<file path="src/rtl/access_controller.sv">
// access_controller
//
// Door-access state machine fed by the token checker's valid/replay pulses.
// Those pulses come from the ESP32 byte-strobe domain. Each one passes through
// a two-flop synchroniser into CLOCK_50 and is then reduced to a single-cycle
// rising-edge event.
//
//   IDLE    -> UNLOCK on a fresh token (timed door_unlock)
//   any     -> ALARM  on a replayed token (timed alarm)
//   any     -> LOCKOUT after MAX_REPLAYS consecutive replays (timed lockout)
//
// Handshake note: there is no valid/ready pairing here. valid_in and replay_in
// are free-running asynchronous pulses with no back-pressure. Each pulse must
// stay high >= 2 clocks and low >= 2 clocks. Every rising edge yields exactly
// one event, and that event is always consumed in the cycle it appears.
//
// Ports
//   CLOCK_50      in   system clock, all state on rising edge
//   reset         in   asynchronous, active-high
//   valid_in      in   async pulse: new token accepted
//   replay_in     in   async pulse: replayed token
//   door_unlock   out  lock relay drive, high = unlocked
//   alarm         out  buzzer / red LED (ALARM or LOCKOUT)
//   lockout       out  high while in LOCKOUT
//   accept_count  out  saturating accepted-token count
//   replay_count  out  saturating replay-event count
//   state_dbg     out  current FSM state (0 IDLE, 1 UNLOCK, 2 ALARM, 3 LOCKOUT)
module access_controller #(
    parameter int unsigned UNLOCK_CYCLES  = 150_000_000,
    parameter int unsigned ALARM_CYCLES   = 25_000_000,
    parameter int unsigned MAX_REPLAYS    = 3,
    parameter int unsigned LOCKOUT_CYCLES = 500_000_000
) (
    input  logic        CLOCK_50,
    input  logic        reset,
    input  logic        valid_in,
    input  logic        replay_in,
    output logic        door_unlock,
    output logic        alarm,
    output logic        lockout,
    output logic [15:0] accept_count,
    output logic [15:0] replay_count,
    output logic [1:0]  state_dbg
);

    typedef enum logic [1:0] {
        ST_IDLE    = 2'd0,
        ST_UNLOCK  = 2'd1,
        ST_ALARM   = 2'd2,
        ST_LOCKOUT = 2'd3
    } state_t;

    // Synchronisers and history flops reset high. A level that is already high
    // when reset is released therefore does not look like a rising edge.
    logic valid_s1, valid_s2, valid_h;
    logic replay_s1, replay_s2, replay_h;

    always_ff @(posedge CLOCK_50 or posedge reset) begin
        if (reset) begin
            valid_s1  <= 1'b1;
            valid_s2  <= 1'b1;
            valid_h   <= 1'b1;
            replay_s1 <= 1'b1;
            replay_s2 <= 1'b1;
            replay_h  <= 1'b1;
        end else begin
            valid_s1  <= valid_in;
            valid_s2  <= valid_s1;
            valid_h   <= valid_s2;
            replay_s1 <= replay_in;
            replay_s2 <= replay_s1;
            replay_h  <= replay_s2;
        end
    end

    logic valid_ev, replay_ev;
    assign valid_ev  = valid_s2 & ~valid_h;
    assign replay_ev = replay_s2 & ~replay_h;

    state_t      state, nxt_state;
    logic [31:0] timer, nxt_timer;
    logic [7:0]  strike, nxt_strike;
    logic        acc_inc;
    logic        strike_hit;

    assign state_dbg  = state;
    assign strike_hit = (({24'd0, strike} + 32'd1) == MAX_REPLAYS);

    // Next-state decode. A replay always outranks a valid event that arrives
    // in the same cycle. Any event outranks the timer expiring.
    always_comb begin
        nxt_state  = state;
        nxt_timer  = timer;
        nxt_strike = strike;
        acc_inc    = 1'b0;
        case (state)
            ST_LOCKOUT: begin
                // Events are ignored here (replays are still counted below).
                if (timer == 32'd0) begin
                    nxt_state  = ST_IDLE;
                    nxt_strike = 8'd0;
                end else begin
                    nxt_timer = timer - 32'd1;
                end
            end
            default: begin
                if (replay_ev) begin
                    if (strike_hit) begin
                        nxt_state = ST_LOCKOUT;
                        nxt_timer = LOCKOUT_CYCLES - 32'd1;
                    end else begin
                        nxt_state  = ST_ALARM;
                        nxt_timer  = ALARM_CYCLES - 32'd1;
                        nxt_strike = strike + 8'd1;
                    end
                end else if (valid_ev && (state != ST_ALARM)) begin
                    nxt_state  = ST_UNLOCK;
                    nxt_timer  = UNLOCK_CYCLES - 32'd1;
                    nxt_strike = 8'd0;
                    acc_inc    = 1'b1;
                end else if (state != ST_IDLE) begin
                    if (timer == 32'd0) begin
                        nxt_state = ST_IDLE;
                    end else begin
                        nxt_timer = timer - 32'd1;
                    end
                end
            end
        endcase
    end

    // State, timer, counters and Moore outputs. The outputs are decoded from
    // the next state, so they change on the same edge as the state does.
    always_ff @(posedge CLOCK_50 or posedge reset) begin
        if (reset) begin
            state        <= ST_IDLE;
            timer        <= 32'd0;
            strike       <= 8'd0;
            accept_count <= 16'd0;
            replay_count <= 16'd0;
            door_unlock  <= 1'b0;
            alarm        <= 1'b0;
            lockout      <= 1'b0;
        end else begin
            state  <= nxt_state;
            timer  <= nxt_timer;
            strike <= nxt_strike;
            if (acc_inc && (accept_count != 16'hFFFF)) begin
                accept_count <= accept_count + 16'd1;
            end
            if (replay_ev && (replay_count != 16'hFFFF)) begin
                replay_count <= replay_count + 16'd1;
            end
            door_unlock <= (nxt_state == ST_UNLOCK);
            alarm       <= (nxt_state == ST_ALARM) || (nxt_state == ST_LOCKOUT);
            lockout     <= (nxt_state == ST_LOCKOUT);
        end
    end

endmodule

</file>
<file path="config.mk">
export PLATFORM = sky130hd
export DESIGN_NAME = access_controller
export DESIGN_NICKNAME = d
export VERILOG_FILES = /design/src/rtl/access_controller.sv
export SDC_FILE = /design/constraint.sdc
export NUM_CORES = 1
export LEC_CHECK = 0
export CORE_UTILIZATION = 35
export CTS_CLUSTER_DIAMETER = 150
export CTS_CLUSTER_SIZE = 16
export DETAILED_ROUTE_END_ITERATION = 7
export PLACE_DENSITY_LB_ADDON = 0.08
export SLEW_MARGIN = 20
export SYNTH_ARGS = -nofsm -noshare
export SYNTH_HDL_FRONTEND = slang
export SYNTH_SLANG_ARGS = --single-unit
</file>
<file path="constraint.sdc">
create_clock -name CLOCK_50 -period 5.6 [get_ports CLOCK_50]
set_input_delay 1.12 -clock CLOCK_50 [delete_from_list [all_inputs] [get_ports CLOCK_50]]
set_output_delay 1.12 -clock CLOCK_50 [all_outputs]
set_load 0.02 [all_outputs]
</file>
# After elaboration in Yosys (flattened, before gate mapping)

Index checks and enable logic that the tools add are counted.
W data, S select, Z words.

Register bits after elaboration: 83
Input port bits: 4
Output and inout bits: 37
Word-level logic and storage cells: 62

$add $sub $neg: 5
Equality and inequality tests: 10
Mux-type cells: 20
Bitwise operators: 4
Reductions and logical operators: 9

Operators by type and width:

| operator                | count |
|---|---|
| $mux W32                | 5 |
| $mux W8                 | 5 |
| $add A16 B1 Y16 const B | 2 |
| $logic_not A32 Y1       | 1 |
| $ne A16 B16 Y1 const B  | 2 |
| $sub A32 B1 Y32 const B | 1 |
| $mux W29                | 1 |
| $mux W2                 | 5 |
| $add A8 B1 Y9 const B   | 1 |
| $eq A9 B2 Y1 const B    | 1 |
| $add A8 B1 Y8 const B   | 1 |
| $eq A2 B2 Y1 const B    | 3 |
| $mux W1                 | 4 |
| $ne A2 B2 Y1 const B    | 2 |
| $reduce_bool A4 Y1      | 1 |
| $logic_and A1 B1 Y1     | 3 |
| $ne A3 B2 Y1 const B    | 1 |
| $reduce_and A3 Y1       | 1 |
| $reduce_bool A3 Y1      | 1 |
| $and A1 B1 Y1           | 2 |
| $eq A2 B1 Y1 const B    | 1 |
| $not A1 Y1              | 2 |
| $reduce_bool A2 Y1      | 1 |
| $logic_or A1 B1 Y1      | 1 |

# Logic depth before layout (Yosys ltp)

Gate-level depths: netlist of run 1.

Word-level depth: 8
Gate-level depth with buffers: 9
Gate-level depth less buffers: 8

# Least setup slack after synthesis of run 1

Ideal clock, no wire load.

Kind: flip-flop to flip-flop
Start: register timer[15]
End: register strike[1]
Library setup time: 0.125 ns
Arrival: 2.618 ns
Required time: 5.475 ns
Slack: 2.857 ns
Cell stages (with the launch flop): 8
Path buffers: 2
Clock period less this slack: 2.743 ns
Cells stage by stage: dfrtp_1 or4_4 or3_1 buf_2 or4_4 buf_6 o211ai_4 mux2_4

Longest elaborated chain between the ends: 3

RTL lines:

| what                               | RTL line | RTL |
|---|---|---|
| from (decl)                        | 81       | `logic [31:0] timer, nxt_timer;` |
| from (signal assigned)             | 146      | `timer <= nxt_timer;` |
| $logic_not A32 Y1                  | 99       | `if (timer == 32'd0) begin` |
| $ne A2 B2 Y1 (no source line)      | n/a      |  |
| $reduce_and A3 Y1 (no source line) | n/a      |  |
| to (signal assigned)               | 147      | `strike <= nxt_strike;` |
| to (decl)                          | 82       | `logic [7:0] strike, nxt_strike;` |

No other way between the ends.
A chain may end at the register's enable or synchronous reset.

# Worst setup path in the final report of run 1

Start: register timer[15]
End: register timer[5]

Longest elaborated chain between the ends: 6

RTL lines:

| what                   | RTL line |
|---|---|
| $logic_not A32 Y1 *    | 99, 122 |
| $mux W32 *             | n/a |
| $mux W32 (3 in series) | n/a |
| $mux W32 *             | n/a |

Every way passes the cells marked *; elsewhere a longest branch is shown, timed or not. The select of a mux whose other input is x is not followed.

==> metrics.txt, run 1 <==
status=completed; worst r2r src=timer[15]; routed vias=between 3000 and 4000; synthesized area=about 4300 sq um; WHS=around 360 ps; FMAX=~0.32 GHz; clk sinks=83; total track usage=0.181; Slowest-stage cell, CP=nor4_1; worst path required time=a little under 6000 ps; Post-Syn Nets=roughly 450; antenna-violating nets left=0; setup TNS=0 ps; Crit path largest cell delay=~820 ps; FP Rows=40; Skew-Pair Late Insertion Delay=between 300 and 400 ps; P_sw=~0.60 mW; Worst VDD drop=around 270 uV; DRT iter0 DRCs=192; Final Slew Violations=0; Crit Path Class=flop to flop; Critical Path AT=about 3400 ps; Worst setup EP type=flop; Crit Path Max Fanout=7; CP Depth=6; filler cell count=about 1200; max_cap viols=0; CP top delay family=simple AND/OR/NAND/NOR gates; Chip Height=approximately 110 um; synth warn=0; crit path buf inv count=1; library cells used by synthesis=56; initial antenna violation count=0; Final Wtd Congestion=0.773; n_diodes=0; Worst R2R Path Depth=6; crit path cell chain=or4_4, or3_1, nor4_1, buf_4, nor3_1, a221o_1; Min-Delay Path Class=flop to flop; Routed Wire Length=approximately 11 mm; Sw Share=0.326; DRC=0; leakage=around 2.1 nW; Post-CTS Resized=0; Final Skew=between 7 and 8 ps; startpoint types=flop; port buffer count=40; DR WL/cell=16.8 um; Post-CTS Hold Buffers=0; Setup-failing EPs final=0; core box area=12000 sq um; Hold Crit Start=replay_s1; r2r endpoint=timer[5]; largest net degree at the start of global routing=between 40 and 50; die area=12800 sq um; CTS tree=yes; register area=2080 sq um; Cell Int Power=1.24 mW; area taken by multi-input logic gates=2120 sq um; asr flop ratio synth=1.00; number of synthesized flops with an enable pin=0; Final min period=3150 ps; Main synth FF type=dfrtp_1; Logic pwr share=0.230; CTS H-Tree Depth=3; Yosys reg bits=83; PwrDens=356 nW/um^2; setup bufs post-CTS=0; Root Driver=clkbuf_16; clock power share=0.332; first element of the critical path=timer[15]; Tcrit/Tclk final=0.563; worst slew pin tran=just under 900 ps; FF-to-FF setup slack=approximately 2400 ps; Final Hold Viols=0; CTS clk-pin slew, worst paths=roughly 60 ps; clk buf depth=2; vias per cell=about 5.5; first-pass GRT wire length=17.8 mm; grt total ovfl=0; vias in the first global route=around 3400; final net count=around 490; Post-Syn Area per Cell=~9.7 sq um; Worst Setup EP=timer[5]; drt pass-1 iters=4; register area share after synthesis=0.483; RSZ-0062 raised after global routing=no; die width=113 um; detailed-placement wirelength estimate=~7.1 mm; TritonCTS Buffers=9; share of layout cells above drive strength 1=0.0799; area delta synth->final=20.0%; Seq pwr share=0.439; Worst slew margin=0.402; Synth Instances=444; Initial Utilization=0.359; IO Count=about 40
-- cell families after synthesis --
group	after synthesis	synth area share
AO/OA/AOI/OAI	83	0.133
XOR/XNOR	42	0.0852
adder cells (fa/ha/maj)	7	0.0197
buffers and inverters	29	0.0275
flip-flops	83	0.483
multiplexers	5	0.0133
AND/OR/NAND/NOR	195	0.239
-- flip-flops by register name (all words and copies together) (netlist names), 2 cells and up --
register      cells
timer            32
accept_count     16
replay_count     16
strike            8
state_dbg         2
-- Yosys cell counts, drive strengths merged (4+ instances only) --
library cell | n | share of area
and4 | 5 | 0.010
and3 | 8 | 0.012
inv | 11 | 0.0096
o21ai | 15 | 0.017
xor2 | 14 | 0.028
and2 | 4 | 0.0058
nor3b | 4 | 0.0070
nor2b | 4 | 0.0058
ha | 6 | 0.017
nor3 | 23 | 0.028
clkbuf | 15 | 0.013
a21oi | 24 | 0.028
or3 | 7 | 0.010
o31ai | 6 | 0.010
nor2 | 29 | 0.025
nand2 | 43 | 0.037
nand4 | 16 | 0.025
or4 | 9 | 0.017
xnor2 | 28 | 0.057
nand2b | 4 | 0.0058
a31oi | 4 | 0.0058
nand3 | 24 | 0.028
dfstp | 6 | 0.037
dfrtp | 77 | 0.45
nor4 | 13 | 0.019
-- area by class of cell --
cell class / count / share of cell area
inverter: 11 / 0.00821
sequential: 83 / 0.402
timing repair buffer: 46 / 0.0860
tap: 147 / 0.0355
multi-input combinational: 332 / 0.409
clock inverter: 5 / 0.0121
clock buffer: 11 / 0.0468
-- cell usage in the layout (no fill, tap or decap), types with 3 or more instances in the layout --
cell type,instances
or4_1,7
or3_1,7
a21oi_1,24
and3_1,8
xor2_1,14
nand2b_1,4
and2_1,4
dfstp_2,6
xnor2_1,28
o31ai_1,6
nand3_1,24
o21ai_0,15
nor2b_1,4
clkbuf_16,9
ha_1,6
and4_1,5
nor4_1,12
dfrtp_1,77
clkdlybuf4s50_1,40
o22a_1,3
a211o_1,3
nand4_1,15
a22o_1,3
nand2_1,43
nor2_1,29
inv_1,10
nor3_1,22
buf_4,6
a31oi_1,4
o31a_1,3
nor3b_1,4
-- worst reg2reg max path: cells and delay by family (launching register included) --
kind | cells | cell delay [ps]
compound gates | 1 | 370
buf+inv | 1 | 290
flops | 1 | 420
simple gates | 4 | 1950
-- routing by layer --
layer,track usage,vias up,part of all wire
met5,0,-,0
met4,0.0509,0,0.0078
met3,0.0541,8,0.046
met2,0.280,83,0.46
met1,0.245,1700,0.49
li1,-,1700,-
-- stage by stage --
stage                     setup slack, ps  utilization  cell area, sq um  std cells  total power [mW]
after floorplan                      2350            -              4320        444              1.08
after global placement               2470        0.406              4880        619              1.24
after detailed placement             2450        0.406              4880        619              1.24
after CTS                            2430        0.431              5180        635              1.88
after global routing                 2250        0.431              5180        635              1.96
final                                2450        0.431              5180        635              1.85
-- how the worst min path moves through the flow --
stage | slack (ps) | endpoint | cells after the start
after detailed placement | 350 | replay_s2 | 0
after floorplan | 350 | replay_s2 | 0
final | 360 | replay_s2 | 0
after CTS | 360 | replay_s2 | 0
after global placement | 350 | replay_s2 | 0
after global routing | 360 | replay_s2 | 0
-- power groups by stage --
stage / sequential (mW) / combinational (mW) / clock, mW
2_1_floorplan: 0.825 / 0.257 / 0
3_3_place_gp: 0.816 / 0.422 / 0
3_5_place_dp: 0.817 / 0.426 / 0
4_1_cts: 0.809 / 0.429 / 0.639
5_1_grt: 0.827 / 0.476 / 0.658
6_report: 0.809 / 0.423 / 0.612
Note: power is estimated with default switching activity, not from simulation.
==> run 2: changes to the inputs <==
clock period = 3 ns   (was 5.6 ns; I/O delays follow)
==> metrics.txt, run 2 (same netlist as run 1, synthesis figures left out) <==
DRT iter0 DRCs=169; Final Wtd Congestion=between 0.7 and 0.8; setup bufs post-CTS=0; Post-CTS Resized=0; Slowest-stage cell, CP=or4_4; largest registers=timer: 32 flops, accept_count: 16 flops, replay_count: 16 flops; area delta synth->final=21.3%; PwrDens=642 nW/um^2; Tcrit/Tclk final=0.912; final core utilization=0.436; core box area=12000 sq um; worst r2r src=timer[15]; Chip Height=about 110 um; cell repeated most along the worst path=or4_4; final net count=~500; clk buf depth=2; Min-Delay Path Class=flop to flop; startpoint types=flop; DR WL/cell=16.8 um; most common cell after layout, fill and taps aside=dfrtp_1; vias in the first global route=3518; largest net degree at the start of global routing=between 80 and 90; status=completed; Hold Crit Start=replay_s1; clk sinks=83; Logic pwr share=0.239; CTS clk-pin slew, worst paths=roughly 60 ps; setup TNS=0 ps; initial antenna violation count=0; die width=113 um; Crit Path Max Fanout=11; Sw Share=0.333; first-pass GRT wire length=between 15 and 20 mm; Root Driver=clkbuf_16; clock power share=0.312; Routed Wire Length=10.8 mm; Skew-Pair Late Insertion Delay=350 ps; max reg flops=32; largest reg by FF count=timer; Crit Path Class=flop to flop; drt pass-1 iters=5; FMAX=around 0.37 GHz; max_cap viols=0; IO Count=41; commonest cells after routing, fill and taps aside=77 x dfrtp_1, 43 x nand2_1, 40 x clkdlybuf4s50_1; total track usage=0.187; Initial Utilization=0.359; routed vias=around 3500; filler cell count=1169; Worst slew margin=0.312; Final Slew Violations=0; RSZ-0062 raised after global routing=no; Setup-failing EPs final=0; share of layout cells above drive strength 1=0.0986; worst path required time=3250 ps; antenna-violating nets left=0; CTS H-Tree Depth=3; Worst setup EP type=flop; Final Skew=between 4 and 5 ps; Worst VDD drop=slightly above 500 uV; leakage=roughly 2.2 nW; Final min period=2730 ps; Post-CTS Hold Buffers=0; worst slew pin tran=approximately 1000 ps; vias per cell=5.49; CTS tree=yes; n_diodes=0; grt total ovfl=0; Cell Int Power=2.24 mW; DRC=0; port buffer count=40; Seq pwr share=0.449; Final Hold Viols=0; TritonCTS Buffers=9; FP Rows=40; first element of the critical path=timer[15]; die area=approximately 13000 sq um; crit path cell chain=or4_4, or3_1, or4_4, nand4_2, nor2_1, a221oi_1; P_sw=approximately 1.1 mW; Crit path largest cell delay=570 ps; detailed-placement wirelength estimate=7.36 mm; Critical Path AT=~3000 ps
run 2: worst max-delay path, delay by kind of cell (launching register included):
family | cells | cell delay (ps)
AO/OA/AOI/OAI | 1 | 270
AND/OR/NAND/NOR | 5 | 1930
flip-flops | 1 | 430
run 2: final cells by class:
class,count,area [sq um],area share
flip-flops and latches,83,2080,0.398
inverters,11,42.5,0.00813
well taps,147,184,0.0351
multi-input cells,332,2120,0.405
repair buffers,55,526,0.100
clock inverters,6,40.0,0.00765
clock buffers,10,239,0.0457
run 2: power by group through the flow:
stage,sequential (mW),combinational (mW),clock (mW)
CTS,1.51,0.816,1.09
global route,1.54,0.899,1.14
finish,1.51,0.802,1.05
global placement,1.52,0.799,0
floorplan,1.54,0.480,0
detailed placement,1.53,0.811,0
run 2: worst paths after layout:
| check | depth (start not counted) | slack [ps] | to |
|---|---|---|---|
| worst min register to register | 0 | 360 | replay_s2 |
| min in group asynchronous | 3 | 680 | replay_count[2] |
| max in group asynchronous | 3 | 1980 | valid_s2 |
| worst min-delay path | 0 | 360 | replay_s2 |
| worst max-delay path | 6 | 270 | timer[19] |
| worst max register to register | 6 | 270 | timer[19] |
run 2: metrics by stage:
stage	std cells	instance area (sq um)	hold slack, ps	total power, mW	setup slack (ps)
after floorplan	444	4320	345	2.02	257
after global placement	628	4960	346	2.32	210
after detailed placement	628	4960	349	2.34	135
after CTS	644	5240	358	3.41	113
after global routing	644	5240	367	3.58	123
final	644	5240	357	3.36	265
run 2: per-layer routing:
metal | vias to the layer above | wire length [um] | GRT usage
met5 | - | 0 | 0
met4 | 0 | 163 | 0.0605
met3 | 10 | 487 | 0.0536
met2 | 65 | 5070 | 0.297
met1 | 1735 | 5070 | 0.245
li1 | 1723 | - | -
==> run 3: changes to the inputs <==
PLACE_DENSITY_LB_ADDON = not set   (was 0.08)
==> metrics.txt, run 3 (same netlist as run 1, synthesis figures left out) <==
Crit Path Class=flop to flop; worst slew pin tran=a little over 700 ps; hold depth=0; first element of the critical path=timer[15]; total track usage=0.170; Worst R2R Path Depth=7; setup TNS=0 ps; DRC=0; IO Count=41; Root Driver=clkbuf_16; FMAX=roughly 0.36 GHz; commonest cells after routing, fill and taps aside=77 x dfrtp_1, 43 x nand2_1, 40 x clkdlybuf4s50_1; largest registers=timer: 32 flops, accept_count: 16 flops, replay_count: 16 flops; setup bufs post-CTS=0; Worst VDD drop=329 uV; DR WL/cell=~16 um; Final Wtd Congestion=approximately 0.83; area delta synth->final=21.7%; routed vias=~3600; CTS clk-pin slew, worst paths=~70 ps; leakage=2.16 nW; vias per cell=between 5 and 6; clock power share=0.323; Critical Path AT=about 3000 ps; largest reg by FF count=timer; Cell Int Power=roughly 2.3 mW; vias in the first global route=roughly 3500; core box area=between 10000 and 15000 sq um; Post-CTS Hold Buffers=0; Routed Wire Length=a little over 10 mm; max reg flops=32; Sw Share=0.322; largest net degree at the start of global routing=about 50; port buffer count=40; worst r2r src=timer[15]; Crit Path Max Fanout=6; Crit path largest cell delay=about 570 ps; final net count=502; drt pass-1 iters=4; DRT iter0 DRCs=~230; clk sinks=83; Min-Delay Path Class=flop to flop; die width=about 110 um; die area=between 10000 and 15000 sq um; CTS H-Tree Depth=3; final core utilization=0.437; FP Rows=40; CTS tree=yes; Chip Height=around 110 um; crit path buf inv count=2; Skew-Pair Late Insertion Delay=around 330 ps; Final min period=between 2000 and 3000 ps; crit path cell chain=or4_4, or3_1, buf_4, nor4_1, buf_4, a211oi_1, a211o_1; clk buf depth=2; worst path required time=approximately 3200 ps; detailed-placement wirelength estimate=7.07 mm; Post-CTS Resized=0; initial antenna violation count=0; first-pass GRT wire length=around 17 mm; CP Depth=7; Initial Utilization=0.359; r2r endpoint=strike[6]; grt total ovfl=0; Final Skew=about 9.0 ps; P_sw=between 1 and 1.5 mW; FF-to-FF setup slack=~230 ps; Logic pwr share=0.235; Worst Setup EP=strike[6]; Final Hold Viols=0; Design Power=3.43 mW; Worst slew margin=0.523; Tcrit/Tclk final=0.922; status=completed; Slowest-stage cell, CP=or4_4; share of layout cells above drive strength 1=0.0946; Setup-failing EPs final=0; CP top delay family=simple AND/OR/NAND/NOR gates; filler cell count=approximately 1200; n_diodes=0; WHS=355 ps; most common cell after layout, fill and taps aside=dfrtp_1; startpoint types=flop; Worst setup EP type=flop; RSZ-0062 raised after global routing=no; PwrDens=653 nW/um^2; Final Slew Violations=0; max_cap viols=0; TritonCTS Buffers=9; Seq pwr share=0.441; antenna-violating nets left=0; cell repeated most along the worst path=buf_4
==> run 3: cell type report <==
class,count,area (sq um),area share
clock buffers,12,246,0.0469
repair buffers,55,526,0.100
flip-flops and latches,83,2080,0.397
multi-input cells,332,2120,0.404
clock inverters,4,50.0,0.00953
inverters,11,42.5,0.00810
well taps,147,184,0.0350
==> run 3: how the worst min path moves through the flow <==
stage | from | endpoint | slack [ps]
floorplan | replay_s1 | replay_s2 | 350
global placement | replay_s1 | replay_s2 | 350
detailed placement | replay_s1 | replay_s2 | 350
CTS | replay_s1 | replay_s2 | 360
global route | replay_s1 | replay_s2 | 360
finish | replay_s1 | replay_s2 | 350
==> run 3: per-stage QoR <==
step | area (sq um) | cells | setup slack [ps]
floorplan | 4320 | 444 | 257
global placement | 4960 | 628 | 346
detailed placement | 4960 | 628 | 303
CTS | 5250 | 644 | 273
global route | 5250 | 644 | 167
finish | 5250 | 644 | 235
==> run 3: power by group through the flow <==
stage                     registers, mW  clock network, mW  logic [mW]
after floorplan                    1.54                  0       0.480
after global placement             1.52                  0       0.792
after detailed placement           1.53                  0       0.807
after CTS                          1.51               1.13       0.814
after global routing               1.54               1.17       0.887
final                              1.51               1.11       0.807
==> run 3: metal layers <==
layer  routed length (um)  track usage  part of all wire
met1                 4940        0.240              0.48
met2                 4680        0.264              0.46
met3                  452       0.0268             0.044
met4                  145       0.0605             0.014
met5                    0            0                 0
==> run 3: worst reg2reg max path, delay by kind of cell, from the launching register on <==
| family | cells | cell delay (ps) |
|---|---|---|
| and+or+nand+nor | 3 | 1330 |
| DFF | 1 | 440 |
| AOI/OAI and AO/OA | 2 | 470 |
| buffers and inverters | 2 | 400 |
